**src/rtl/wptr_full_ctrl_if.sv**
```systemverilog
// Write-side bundle of the async FIFO pointer controller: client request, read-domain Gray pointer in,
// RAM address, Gray pointer out and the full/occupancy/overflow status back to the client.
interface wptr_full_ctrl_if #(
   parameter int DEPTH = 16
) ();
   localparam int AW = $clog2(DEPTH);

   logic          wr_rq;
   logic [AW:0]   rgray_ptr;
   logic          ovf_clr;
   logic [AW-1:0] waddr;
   logic [AW:0]   wptr;
   logic          full;
   logic          almost_full;
   logic [AW:0]   wr_count;
   logic          overflow;

   modport master (
      output wr_rq,
      output rgray_ptr,
      output ovf_clr,
      input  waddr,
      input  wptr,
      input  full,
      input  almost_full,
      input  wr_count,
      input  overflow
   );

   modport slave (
      input  wr_rq,
      input  rgray_ptr,
      input  ovf_clr,
      output waddr,
      output wptr,
      output full,
      output almost_full,
      output wr_count,
      output overflow
   );
endinterface

```
**src/rtl/wptr_full_ctrl.sv**
```systemverilog
// Async FIFO write-domain pointer/flag controller; flags and count register one edge after the write,
// read-pointer effects are seen SYNC_STAGES+1 edges late; writes while full are dropped and flagged.
module wptr_full_ctrl #(
   parameter int DEPTH        = 16,
   parameter int SYNC_STAGES  = 2,
   parameter int AFULL_THRESH = DEPTH - 2
) (
   input  logic            w_clk,
   input  logic            rst_n,
   wptr_full_ctrl_if.slave bus
);
   localparam int          AW       = $clog2(DEPTH);
   localparam logic [AW:0] AFULL_TH = (AW+1)'(AFULL_THRESH);

   logic [AW:0]                  wbin_q, wbin_d;
   logic [AW:0]                  wptr_q, wptr_d;
   logic                         full_q, full_d;
   logic                         almost_full_q, almost_full_d;
   logic [AW:0]                  wr_count_q, wr_count_d;
   logic                         overflow_q, overflow_d;
   logic [SYNC_STAGES-1:0][AW:0] sync_q, sync_d;

   logic                         wr_en;
   logic [AW:0]                  rgray_s;
   logic [AW:0]                  rbin_s;
   logic [AW:0]                  wgray_next;
   logic [AW:0]                  occ_next;

   always_comb begin : sync_shift
      sync_d    = sync_q;
      sync_d[0] = bus.rgray_ptr;
      for (int i = 1; i < SYNC_STAGES; i++) begin
         sync_d[i] = sync_q[i-1];
      end
   end

   assign rgray_s = sync_q[SYNC_STAGES-1];

   // Gray-to-binary: each binary bit is the XOR of all Gray bits at or above it.
   always_comb begin : gray_to_bin
      rbin_s = '0;
      for (int i = 0; i <= AW; i++) begin
         rbin_s[i] = ^(rgray_s >> i);
      end
   end

   always_comb begin : next_state
      wr_en      = bus.wr_rq & ~full_q;
      wbin_d     = wbin_q + {{AW{1'b0}}, wr_en};
      wgray_next = (wbin_d >> 1) ^ wbin_d;
      wptr_d     = wgray_next;
      occ_next   = wbin_d - rbin_s;

      // Full when the write pointer is exactly one lap ahead: top two Gray bits inverted, rest equal.
      full_d        = (wgray_next == {~rgray_s[AW:AW-1], rgray_s[AW-2:0]});
      almost_full_d = (occ_next >= AFULL_TH);
      wr_count_d    = occ_next;

      overflow_d = overflow_q;
      if (bus.wr_rq && full_q) begin
         overflow_d = 1'b1;
      end else if (bus.ovf_clr) begin
         overflow_d = 1'b0;
      end
   end

   always_ff @(posedge w_clk or negedge rst_n) begin
      if (!rst_n) begin
         wbin_q        <= '0;
         wptr_q        <= '0;
         full_q        <= 1'b0;
         almost_full_q <= 1'b0;
         wr_count_q    <= '0;
         overflow_q    <= 1'b0;
         sync_q        <= '0;
      end else begin
         wbin_q        <= wbin_d;
         wptr_q        <= wptr_d;
         full_q        <= full_d;
         almost_full_q <= almost_full_d;
         wr_count_q    <= wr_count_d;
         overflow_q    <= overflow_d;
         sync_q        <= sync_d;
      end
   end

   assign bus.waddr       = wbin_q[AW-1:0];
   assign bus.wptr        = wptr_q;
   assign bus.full        = full_q;
   assign bus.almost_full = almost_full_q;
   assign bus.wr_count    = wr_count_q;
   assign bus.overflow    = overflow_q;

   // The read domain relies on at most one bit of wptr moving per w_clk edge.
   a_wptr_gray_step : assert property (@(posedge w_clk) disable iff (!rst_n)
      $onehot0(wptr_q ^ $past(wptr_q)));

endmodule

```
**src/flat_wrapper.sv**
```systemverilog
// flat-port wrapper written by rule: the top's interface ports become plain ports
module wptr_full_ctrl_flat 
#(
   parameter int DEPTH        = 16,
   parameter int SYNC_STAGES  = 2,
   parameter int AFULL_THRESH = DEPTH - 2
)
  (w_clk, rst_n, bus_wr_rq, bus_rgray_ptr, bus_ovf_clr, bus_waddr, bus_wptr, bus_full, bus_almost_full, bus_wr_count, bus_overflow);
  wptr_full_ctrl_if #(.DEPTH(DEPTH)) bus_i ();
  input  logic w_clk;
  input  logic rst_n;
  input wire logic [$bits(bus_i.wr_rq)-1:0] bus_wr_rq;
  input wire logic [$bits(bus_i.rgray_ptr)-1:0] bus_rgray_ptr;
  input wire logic [$bits(bus_i.ovf_clr)-1:0] bus_ovf_clr;
  output wire logic [$bits(bus_i.waddr)-1:0] bus_waddr;
  output wire logic [$bits(bus_i.wptr)-1:0] bus_wptr;
  output wire logic [$bits(bus_i.full)-1:0] bus_full;
  output wire logic [$bits(bus_i.almost_full)-1:0] bus_almost_full;
  output wire logic [$bits(bus_i.wr_count)-1:0] bus_wr_count;
  output wire logic [$bits(bus_i.overflow)-1:0] bus_overflow;
  assign bus_i.wr_rq = bus_wr_rq;
  assign bus_i.rgray_ptr = bus_rgray_ptr;
  assign bus_i.ovf_clr = bus_ovf_clr;
  assign bus_waddr = bus_i.waddr;
  assign bus_wptr = bus_i.wptr;
  assign bus_full = bus_i.full;
  assign bus_almost_full = bus_i.almost_full;
  assign bus_wr_count = bus_i.wr_count;
  assign bus_overflow = bus_i.overflow;
  wptr_full_ctrl #(.DEPTH(DEPTH), .SYNC_STAGES(SYNC_STAGES), .AFULL_THRESH(AFULL_THRESH)) u_core (.w_clk(w_clk), .rst_n(rst_n), .bus(bus_i));
endmodule
```
**config.mk**
```make
export PLATFORM = sky130hd
export DESIGN_NAME = wptr_full_ctrl_flat
export DESIGN_NICKNAME = d
export VERILOG_FILES = /design/src/rtl/wptr_full_ctrl_if.sv /design/src/rtl/wptr_full_ctrl.sv /design/src/flat_wrapper.sv
export SDC_FILE = /design/constraint.sdc
export NUM_CORES = 1
export LEC_CHECK = 0
export CORE_MARGIN = 5
export CORE_UTILIZATION = 25
export DETAILED_ROUTE_END_ITERATION = 16
export GPL_TIMING_DRIVEN = 0
export SLEW_MARGIN = 20
export SYNTH_ARGS = -nofsm -noshare
export SYNTH_HDL_FRONTEND = slang
export SYNTH_SLANG_ARGS = --single-unit
```
**constraint.sdc**
```tcl
create_clock -name w_clk -period 4.1 [get_ports w_clk]
set_clock_uncertainty 0.2 [all_clocks]
set_input_delay 0.82 -clock w_clk [delete_from_list [all_inputs] [get_ports w_clk]]
set_output_delay 0.82 -clock w_clk [all_outputs]
set_load 0.02 [all_outputs]
```
==> results.toml <==
[layout]
final_common_cell = "dfrtp_1"
num-nets-final = 132
n_fill_cell = 427
area_delta_synth_final_pct = 31.1
drive_gt1_share_pct = 6.90
stdcell_count = 168
final_cell_mix = "dfrtp_1, clkdlybuf4s50_1, xnor2_1"
insertedDiodeCount = 0
regArea_um2 = 676
multi_input_area_um2 = 445

[grt]
grt_pass1_vias = 750
grt_overflow = 0
grtUsageTotal_pct = 7.29
grt_pass1_wl_um = 3480
antenna_found_initial = 0
grt_start_max_net_pins = 28

[drt]
drtAntennaViolNets = 0
wl_um = 2000
viasPerCell = 4.18
via_count = 703
drc = 0
drtIter0Drc = 12
first_pass_iters = 3
wl_per_cell_um = 11.9

[worst_hold_path]
hold_path_depth = 0
hold_start = "u_core.sync_d[7]"
worstHoldPathType = "flop to flop"
min_to = "u_core.rgray_s[2]"

[clock_network]
postCtsSetupBuffers = 0
cts-root-buf = "clkbuf_8"
clk_pin_slew_ps = 90
cts_tree = "done"
cts_buffers = 3
cts_hold_buf = 0
htreeDepth = 1
clock_path_buffers = 2
cts_resized = 0
cts_sinks = 27
worstSkewPairLatency_ps = 270

[logic_synthesis]
ys_warn_count = 0
seq_area_frac_synth_pct = 58.5
syn-instance-count = 87
netlist_area_um2 = 1150
synth_seq_cells = 27
synth_nets = 102
synth_cell_type_count = 21
syn_area_per_cell_um2 = 13.3

[setup_path]
setup.worst_path.start = "bus_wr_rq"
r2r_cells = 10
worstPathArrival_ps = 3370
cp.required_ps = 4040
r2r_end = "u_core.bus.almost_full"
timing.rr.start = "u_core.rgray_s[3]"
end_kind = "flop"
r2r_slack_ps = 970
critPathLaunchType = "primary input"
critPathKind = "primary input to flop"
cp_max_fo = 4

[flow_run]
cap_violations = 0

[die]
core_area_um2 = 4410
dieWidth_um = 78.0
ios = 26
die_y_um = 78.0
die_area_um2 = 6080
start_util_pct = 26.2
num_rows = 24

[power_and_ir_drop]
p_leak_uw = 0.000659
p_per_area_nw_per_um2 = 875
ir_drop_mv = 0.474

[timing]
tightest_slew_ps = 566
fin_ws_ps = 675
relSlewSlack_pct = 62.3
min_period_ps = 3420
setup_viol = 0
hold_ws_ps = 157
tns_ps = 0
drv_slew = 0
hold_viol_final = 0
timing.fmax_ghz = 0.292
rsz0062_at_grt = "false"
post-route-period-util_pct = 83.5

[place]
placed_cells = 164
numPortBuffers = 25
dpl.hpwl_um = 1520
place_ws_ps = 406
gp_congestion = 0.773

[outcome]
status = "finished, final reports clean"
-- where the power goes --
part,leakage [uW],switching (uW),total [uW],internal [uW]
sequential,0.000321,54.0,417,363
combinational,0.000317,398,758,360
clock,0.0000217,81.2,150,68.9
total,0.000659,533,1330,792
-- final cells by class --
class,count,area share [%]
Tap cell,52,4.30
Clock buffer,3,2.73
Timing Repair Buffer,25,16.2
Multi-Input combinational cell,51,29.4
Inverter,9,2.23
Sequential cell,27,44.6
Clock inverter,1,0.496
-- state kept, by name, summed over array words and instances (netlist names) --
name and flops:
u_core.wbin_q 5, u_core.bus.wr_count 5, u_core.bus.wptr 4, u_core.rgray_s 5
u_core.bus.almost_full 1, u_core.bus.full 1, u_core.bus.overflow 1, u_core.sync_d 5
-- metrics by stage --
stage               power (uW)  cell area (um^2)  utilization [%]
floorplan                  915              1150                -
global placement          1170              1470             33.3
detailed placement        1180              1470             33.2
CTS                       1350              1510             34.3
global route              1440              1510             34.3
finish                    1330              1510             34.3
-- routing by layer --
metal  GRT usage [%]  vias up  share of wire (%)
met4            2.03        0               0.95
met5               0        -                  0
met2            12.2       16                 50
met1            8.52      347                 42
li1                -      338                  -
met3            3.13        2                6.9
-- Yosys cell counts, drive strengths merged --
cell	number	area share, %
xor2	8	6.7
nand3	4	1.7
nor3	1	0.43
a221oi	1	1.3
a311o	1	0.87
or3	2	1.1
o21ai	3	1.3
or2	1	0.54
xnor3	1	2.0
o211ai	2	1.3
a21oi	1	0.43
inv	9	2.9
ha	5	5.4
fa	1	1.7
dfrtp	27	59
nand2	5	1.6
nor2b	2	1.1
xor3	1	2.1
a21boi	1	0.65
xnor2	11	8.3
-- worst max-delay path by stage --
stage,slack [ps],endpoint
after floorplan,1090,u_core.bus.almost_full
after global placement,490,u_core.bus.almost_full
after detailed placement,410,u_core.bus.almost_full
after CTS,660,u_core.bus.almost_full
after global routing,510,u_core.bus.almost_full
final,680,u_core.bus.almost_full
-- cell families (layout without fill, tap and decap cells) --
group | count (synthesis) | after routing | synth area share, %
DFF | 27 | 27 | 58.5
and+or+nand+nor | 15 | 15 | 6.50
adders and majority gates | 6 | 6 | 7.15
AOI/OAI and AO/OA | 9 | 9 | 5.85
buffers and inverters | 9 | 38 | 2.93
xor gates and xnor gates | 21 | 21 | 19.1
-- worst max-delay path: stages --
cell and delay [ps]:
clkdlybuf4s50_1 470, nor2b_1 140, ha_1 210, ha_1 230, xor2_1 410, ha_1 360
nor2b_1 170, o21ai_0 210, a311o_1 240, o211ai_1 100
Power figures use the tool's default switching activity.
